--- src/rtl/fetch_pkg.sv ---
// Shared fetch types and constants.
// State encoding, default halt word, PC step and queue entry width.
package fetch_pkg;

  typedef enum logic [1:0] {
    S_IDLE,
    S_FETCH,
    S_HOLD,
    S_HALT
  } state_t;

  localparam int XLEN = 32;
  localparam int QE_W = 2 * XLEN;

  localparam logic [XLEN-1:0] HALT_WORD_DEF = 32'hFFFF_FFFF;
  localparam logic [XLEN-1:0] PC_INC        = 32'd4;

endpackage

--- src/rtl/fetch_queue.sv ---
// Two-entry prefetch FIFO with flush.
// Head always sits in mem[0]; pops shift mem[1] down.
module fetch_queue #(
  parameter int W = 64
) (
  input  logic         clk,
  input  logic         rst_n,
  input  logic         flush,
  input  logic         push,
  input  logic [W-1:0] push_data,
  input  logic         pop,
  output logic [W-1:0] head_data,
  output logic [1:0]   count,
  output logic         valid
);

  logic [W-1:0] mem [2];

  assign head_data = mem[0];
  assign valid     = (count != 2'd0);

  // Storage and occupancy; flush wins over push/pop.
  always_ff @(posedge clk or negedge rst_n) begin
    if (!rst_n) begin
      count  <= 2'd0;
      mem[0] <= '0;
      mem[1] <= '0;
    end else if (flush) begin
      count <= 2'd0;
    end else begin
      unique case (1'b1)
        push && !pop: begin
          mem[count[0]] <= push_data;
          count         <= count + 2'd1;
        end
        !push && pop: begin
          mem[0] <= mem[1];
          count  <= count - 2'd1;
        end
        push && pop: begin
          if (count == 2'd1) begin
            mem[0] <= push_data;
          end else begin
            mem[0] <= mem[1];
            mem[1] <= push_data;
          end
        end
        default: ;
      endcase
    end
  end

endmodule

--- src/rtl/fetch_ctrl.sv ---
// Instruction fetch sequencer: PC, FSM, redirect and halt.
// Fetched {pc, word} pairs are buffered in fetch_queue.
module fetch_ctrl
  import fetch_pkg::*;
#(
  parameter int              ADDR_W    = XLEN,
  parameter logic [ADDR_W-1:0] RESET_PC  = '0,
  parameter logic [ADDR_W-1:0] HALT_WORD = ADDR_W'(HALT_WORD_DEF)
) (
  input  logic              clk,
  input  logic              rst_n,
  input  logic              en,
  output logic [ADDR_W-1:0] Read_addres,
  input  logic [ADDR_W-1:0] instruccion,
  input  logic              redirect,
  input  logic [ADDR_W-1:0] redirect_pc,
  output logic              inst_valid,
  output logic [ADDR_W-1:0] inst_out,
  output logic [ADDR_W-1:0] inst_pc,
  input  logic              inst_ready,
  output logic              halted,
  output logic              busy
);

  localparam logic [ADDR_W-1:0] PC0 =
    {RESET_PC[ADDR_W-1:2], 2'b00};

  state_t              state;
  state_t              nxt;
  logic [ADDR_W-1:0]   pc;
  logic [1:0]          count;
  logic [2*ADDR_W-1:0] head;
  logic                pop;
  logic                space;
  logic                push;
  logic                is_halt;

  assign Read_addres = pc;
  assign pop         = inst_valid & inst_ready;
  assign space       = (count != 2'd2) | pop;
  assign push        = (state == S_FETCH) & space & ~redirect;
  assign is_halt     = (instruccion == HALT_WORD);

  assign inst_pc  = head[2*ADDR_W-1:ADDR_W];
  assign inst_out = head[ADDR_W-1:0];

  // Next state; redirect overrides everything.
  always_comb begin
    nxt = state;
    if (redirect) begin
      nxt = en ? S_FETCH : S_IDLE;
    end else begin
      unique case (state)
        S_IDLE:  if (en) nxt = S_FETCH;
        S_FETCH: begin
          if (push && is_halt) nxt = S_HALT;
          else if (!en)        nxt = S_IDLE;
          else if (!space)     nxt = S_HOLD;
        end
        S_HOLD: begin
          if (!en)       nxt = S_IDLE;
          else if (space) nxt = S_FETCH;
        end
        S_HALT:  nxt = S_HALT;
        default: nxt = S_IDLE;
      endcase
    end
  end

  // State, PC and status flags.
  always_ff @(posedge clk or negedge rst_n) begin
    if (!rst_n) begin
      state  <= S_IDLE;
      pc     <= PC0;
      halted <= 1'b0;
      busy   <= 1'b0;
    end else begin
      state  <= nxt;
      halted <= (nxt == S_HALT);
      busy   <= (nxt == S_FETCH) || (nxt == S_HOLD);
      if (redirect) begin
        pc <= {redirect_pc[ADDR_W-1:2], 2'b00};
      end else if (push && !is_halt) begin
        pc <= pc + ADDR_W'(PC_INC);
      end
    end
  end

  fetch_queue #(
    .W (2*ADDR_W)
  ) u_q (
    .clk       (clk),
    .rst_n     (rst_n),
    .flush     (redirect),
    .push      (push),
    .push_data ({pc, instruccion}),
    .pop       (pop),
    .head_data (head),
    .count     (count),
    .valid     (inst_valid)
  );

endmodule

--- config.mk ---
export PLATFORM = sky130hd
export DESIGN_NAME = fetch_ctrl
export DESIGN_NICKNAME = d
export VERILOG_FILES = /design/src/rtl/fetch_pkg.sv /design/src/rtl/fetch_queue.sv /design/src/rtl/fetch_ctrl.sv
export SDC_FILE = /design/constraint.sdc
export NUM_CORES = 1
export LEC_CHECK = 0
export ABC_CLOCK_PERIOD_IN_PS = 6200
export BUFFER_PORTS_ARGS = -buffer_cell sky130_fd_sc_hd__buf_4
export CAP_MARGIN = 0
export CORE_MARGIN = 2
export CORE_UTILIZATION = 40
export CTS_BUF_LIST = sky130_fd_sc_hd__clkbuf_8 sky130_fd_sc_hd__clkbuf_16
export CTS_CLUSTER_DIAMETER = 40
export DETAILED_ROUTE_END_ITERATION = 7
export GPL_TIMING_DRIVEN = 0
export SYNTH_ARGS = -nofsm -noshare
export SYNTH_HDL_FRONTEND = slang
export SYNTH_HIERARCHICAL = 1
export SYNTH_SLANG_ARGS = --single-unit
--- constraint.sdc ---
create_clock -name clk -period 6.2 [get_ports clk]
set_clock_uncertainty 0.15 [all_clocks]
set_input_delay 0.62 -clock clk [delete_from_list [all_inputs] [get_ports clk]]
set_output_delay 0.62 -clock clk [all_outputs]
set_load 0.02 [all_outputs]
==> reports/qor.txt <==
===============================================================================
Status                                                             complete, no violations
Antenna-violating nets left                                                   0
Netlist cell types                                                           56
Number of CTS-inserted buffers                                               17
Proportion of netlist area held by the largest area contributor           45.9%
Reg2Reg Launch Point                                               u_q/count[0]
Summed instance area of the synthesized netlist                       8940 um^2
Startpoint types                                                           flop
Class of the most critical setup path                              flop to flop
Transition time of the tightest slew-check pin                           817 ps
# diodes                                                                      0
Final wirelength                                                       25800 um
Capturing element of the worst setup path                          u_q/head_data[45]
CTS tree                                                                    yes
Die width                                                                154 um
Critical path endpoint category                                            flop
Top fanout value on the critical path                                        10
Number of setup violations in the final report                                0
Final hold violation count                                                    0
Avg Cell Area, Syn                                                    11.3 um^2
Core Area                                                            21900 um^2
CP Data Arrival Time                                                    4280 ps
Library cell with the highest instance count after synthesis       sky130_fd_sc_hd__dfrtp_1
Die Footprint                                                        23600 um^2
Pin count of the biggest net entering global routing                         84
Std cell rows                                                                54
Via count of the first global-routing pass                                 7146
Met3 WL post-DR                                                         1210 um
GRT Resource Usage Total                                                  21.8%
Min-delay worst type                                               input port to asynchronous set/reset pin
Total global routing overflow                                                 0
Placed cell area                                                     10600 um^2
Count of buffers from port buffering                                        162
Iter 0 DRT Violations                                                       580
Cells after synthesis                                                       795
Max Cap Viol                                                                  0
Number of standard cells in the layout, taps in and fillers out            1275
Total Neg Setup Slack                                                      0 ps
Starting Density                                                          40.9%
Synthesized flop and latch total                                            164
Initial antenna violation count                                               0
P_leak                                                                  5.16 nW
Sink count of the clock tree                                                164
H-tree Lvls                                                                   4
Seq/Total Area, Yosys                                                     45.9%
Total number of vias                                                       7212
Final Net Count                                                            1055
Top cell types by occurrence after synthesis                       sky130_fd_sc_hd__dfrtp_1, sky130_fd_sc_hd__buf_4, sky130_fd_sc_hd__nand3_1
Clock Root Buffer                                                  sky130_fd_sc_hd__clkbuf_16
Capture point of the worst reg-to-reg path                         u_q/head_data[45]
Cell count after placement                                                 1243
Post-CTS sizing                                                               0
Reg-to-reg slack, setup                                                 2110 ps
Number of hold buffers added after CTS                                        0
Detailed-routing iteration count for the pre-antenna-repair pass              7
Top post-synthesis cells by area                                   sky130_fd_sc_hd__dfrtp_1, sky130_fd_sc_hd__mux2_4, sky130_fd_sc_hd__a221oi_1
# DRC                                                                         0
Uppermost layer routed                                                     met4
Latest clock arrival within the worst-skew pair                          430 ps
Maximum number of buffers from clock root to sink                             2
FILL cells                                                                 1997
Flip-flop and latch area                                              4100 um^2
Multi-input logic area                                                3970 um^2
Maximum clock frequency                                               0.245 GHz
Proportion of layout cells with a drive suffix above 1                    37.1%
Critical Path Start                                                u_q/count[0]
Clock-pin slew on the worst setup and hold paths                          60 ps
Share of the core filled with cells in the final layout                   51.1%
Unrepaired setup endpoints after global routing                              no
Tightest slew margin relative to the limit                                45.0%
Post-DP HPWL                                                           17900 um
Number of flops mapped to enable cells by yosys                               0
Drt wl/cell                                                             20.2 um
Library cell with the largest summed area after synthesis          sky130_fd_sc_hd__dfrtp_1
Prevailing post-synth register cell                                sky130_fd_sc_hd__dfrtp_1
Number of slew-limit violations in the final report                           0
Final worst path period share                                             65.9%
Total non-filler cell area in the finished layout                    11200 um^2
Worst-case reg-to-reg path depth                                             13
Total power of the final layout                                         5.32 mW
M1 wire length                                                         12500 um
Maximum vdd ir drop                                                  0.000235 V
Final estimated routing congestion in global placement                    0.823
Top-level port count                                                        168
Area added between synthesis and finish                                   25.1%
Total power per unit cell area                                      475 nW/um^2
Count of yosys warnings during synthesis                                      6
Data required, critical path                                            6390 ps
Min Tclk post-route                                                     4090 ps
Die height                                                               154 um
Routed wl met2                                                         11600 um
Post-synthesis async set-or-reset flop share                               100%
Vias per std cell                                                          5.66
Buffers inserted by post-CTS timing repair                                    0
Global-route wire length before repair                                 40600 um
===============================================================================
layer usage:
metal / vias up / track usage, %
met2: 242 / 32.6
met4: 0 / 6.90
met5: - / 0
li1: 3329 / -
met3: 32 / 3.33
met1: 3609 / 32.5
kinds of logic (layout without fill, tap and decap cells):
kind of cell | Yosys count | count (layout) | share of synthesized area [%]
AO/OA/AOI/OAI | 217 | 217 | 19.8
buffers and inverters | 150 | 345 | 9.97
XOR/XNOR | 22 | 22 | 2.15
AND/OR/NAND/NOR | 169 | 169 | 10.5
other | 1 | 6 | 0.0419
multiplexers | 68 | 68 | 11.1
adder cells (fa/ha/maj) | 4 | 4 | 0.560
flip-flops | 164 | 164 | 45.9
cell usage in the layout, fill, tap and decap left out, drive strengths merged, types with 4 or more instances in the layout:
| cell type | count |
|---|---|
| dfrtp | 164 |
| clkbuf | 60 |
| o21ai | 34 |
| nand2b | 6 |
| conb | 6 |
| and3 | 16 |
| a21boi | 10 |
| inv | 15 |
| nand2 | 31 |
| clkinv | 4 |
| clkinvlp | 4 |
| nand3 | 66 |
| buf | 259 |
| xnor2 | 19 |
| a2bb2oi | 64 |
| a2111oi | 13 |
| ha | 4 |
| nor2 | 15 |
| a211oi | 7 |
| and4 | 6 |
| a31oi | 7 |
| a221oi | 64 |
| mux2 | 67 |
| nand4b | 4 |
| nand4 | 14 |
| a21oi | 7 |
registers in the layout (all words and copies together), names as in the netlist:
name           cells
state              2
halted             1
u_q/count          2
u_q/head_data     64
busy               1
Read_addres       30
u_q/mem           64
power breakdown:
part | internal [mW] | switching (mW) | total (mW)
registers | 1.52 | 0.306 | 1.82
logic | 1.27 | 1.11 | 2.37
clock network | 0.662 | 0.457 | 1.12
total | 3.44 | 1.87 | 5.32
critical path, stage by stage, from the launching register on:
cell                        delay [ps]
sky130_fd_sc_hd__dfrtp_1           440
sky130_fd_sc_hd__inv_1             120
sky130_fd_sc_hd__ha_1              160
sky130_fd_sc_hd__inv_1              70
sky130_fd_sc_hd__and2_1            230
sky130_fd_sc_hd__o21ai_0           260
sky130_fd_sc_hd__buf_2             300
sky130_fd_sc_hd__buf_2             330
sky130_fd_sc_hd__nor2_1            230
sky130_fd_sc_hd__nand2b_1          190
sky130_fd_sc_hd__clkbuf_1          590
sky130_fd_sc_hd__clkbuf_1          550
sky130_fd_sc_hd__a221oi_1          220
sky130_fd_sc_hd__a2bb2oi_1         170
layout make-up:
class / count / share of cell area, %
Buffer: 137 / 7.54
Clock buffer: 19 / 4.05
Clock inverter: 13 / 1.53
Inverter: 13 / 0.436
Multi-Input combinational cell: 486 / 35.5
Sequential cell: 164 / 36.7
Tap cell: 280 / 3.13
Timing Repair Buffer: 163 / 11.2
metrics by stage:
stage          setup slack (ps)  hold WS (ps)
3_5_place_dp               2180           333
5_1_grt                    1790          61.3
2_1_floorplan              3280           174
4_1_cts                    2170          57.5
3_3_place_gp               2220           326
6_report                   2110          20.9
worst min path at each step:
stage                     cells after the start       start                 to  slack, ps
final                                         1       rst_n   u_q/head_data[8]         20
after floorplan                               0       rst_n    Read_addres[10]        170
after global placement                        1  u_q/mem[0]         u_q/mem[0]        330
after CTS                                     1       rst_n  u_q/head_data[12]         60
after global routing                          1       rst_n   u_q/head_data[8]         60
after detailed placement                      1  u_q/mem[1]         u_q/mem[1]        330
Power figures use the tool's default switching activity.
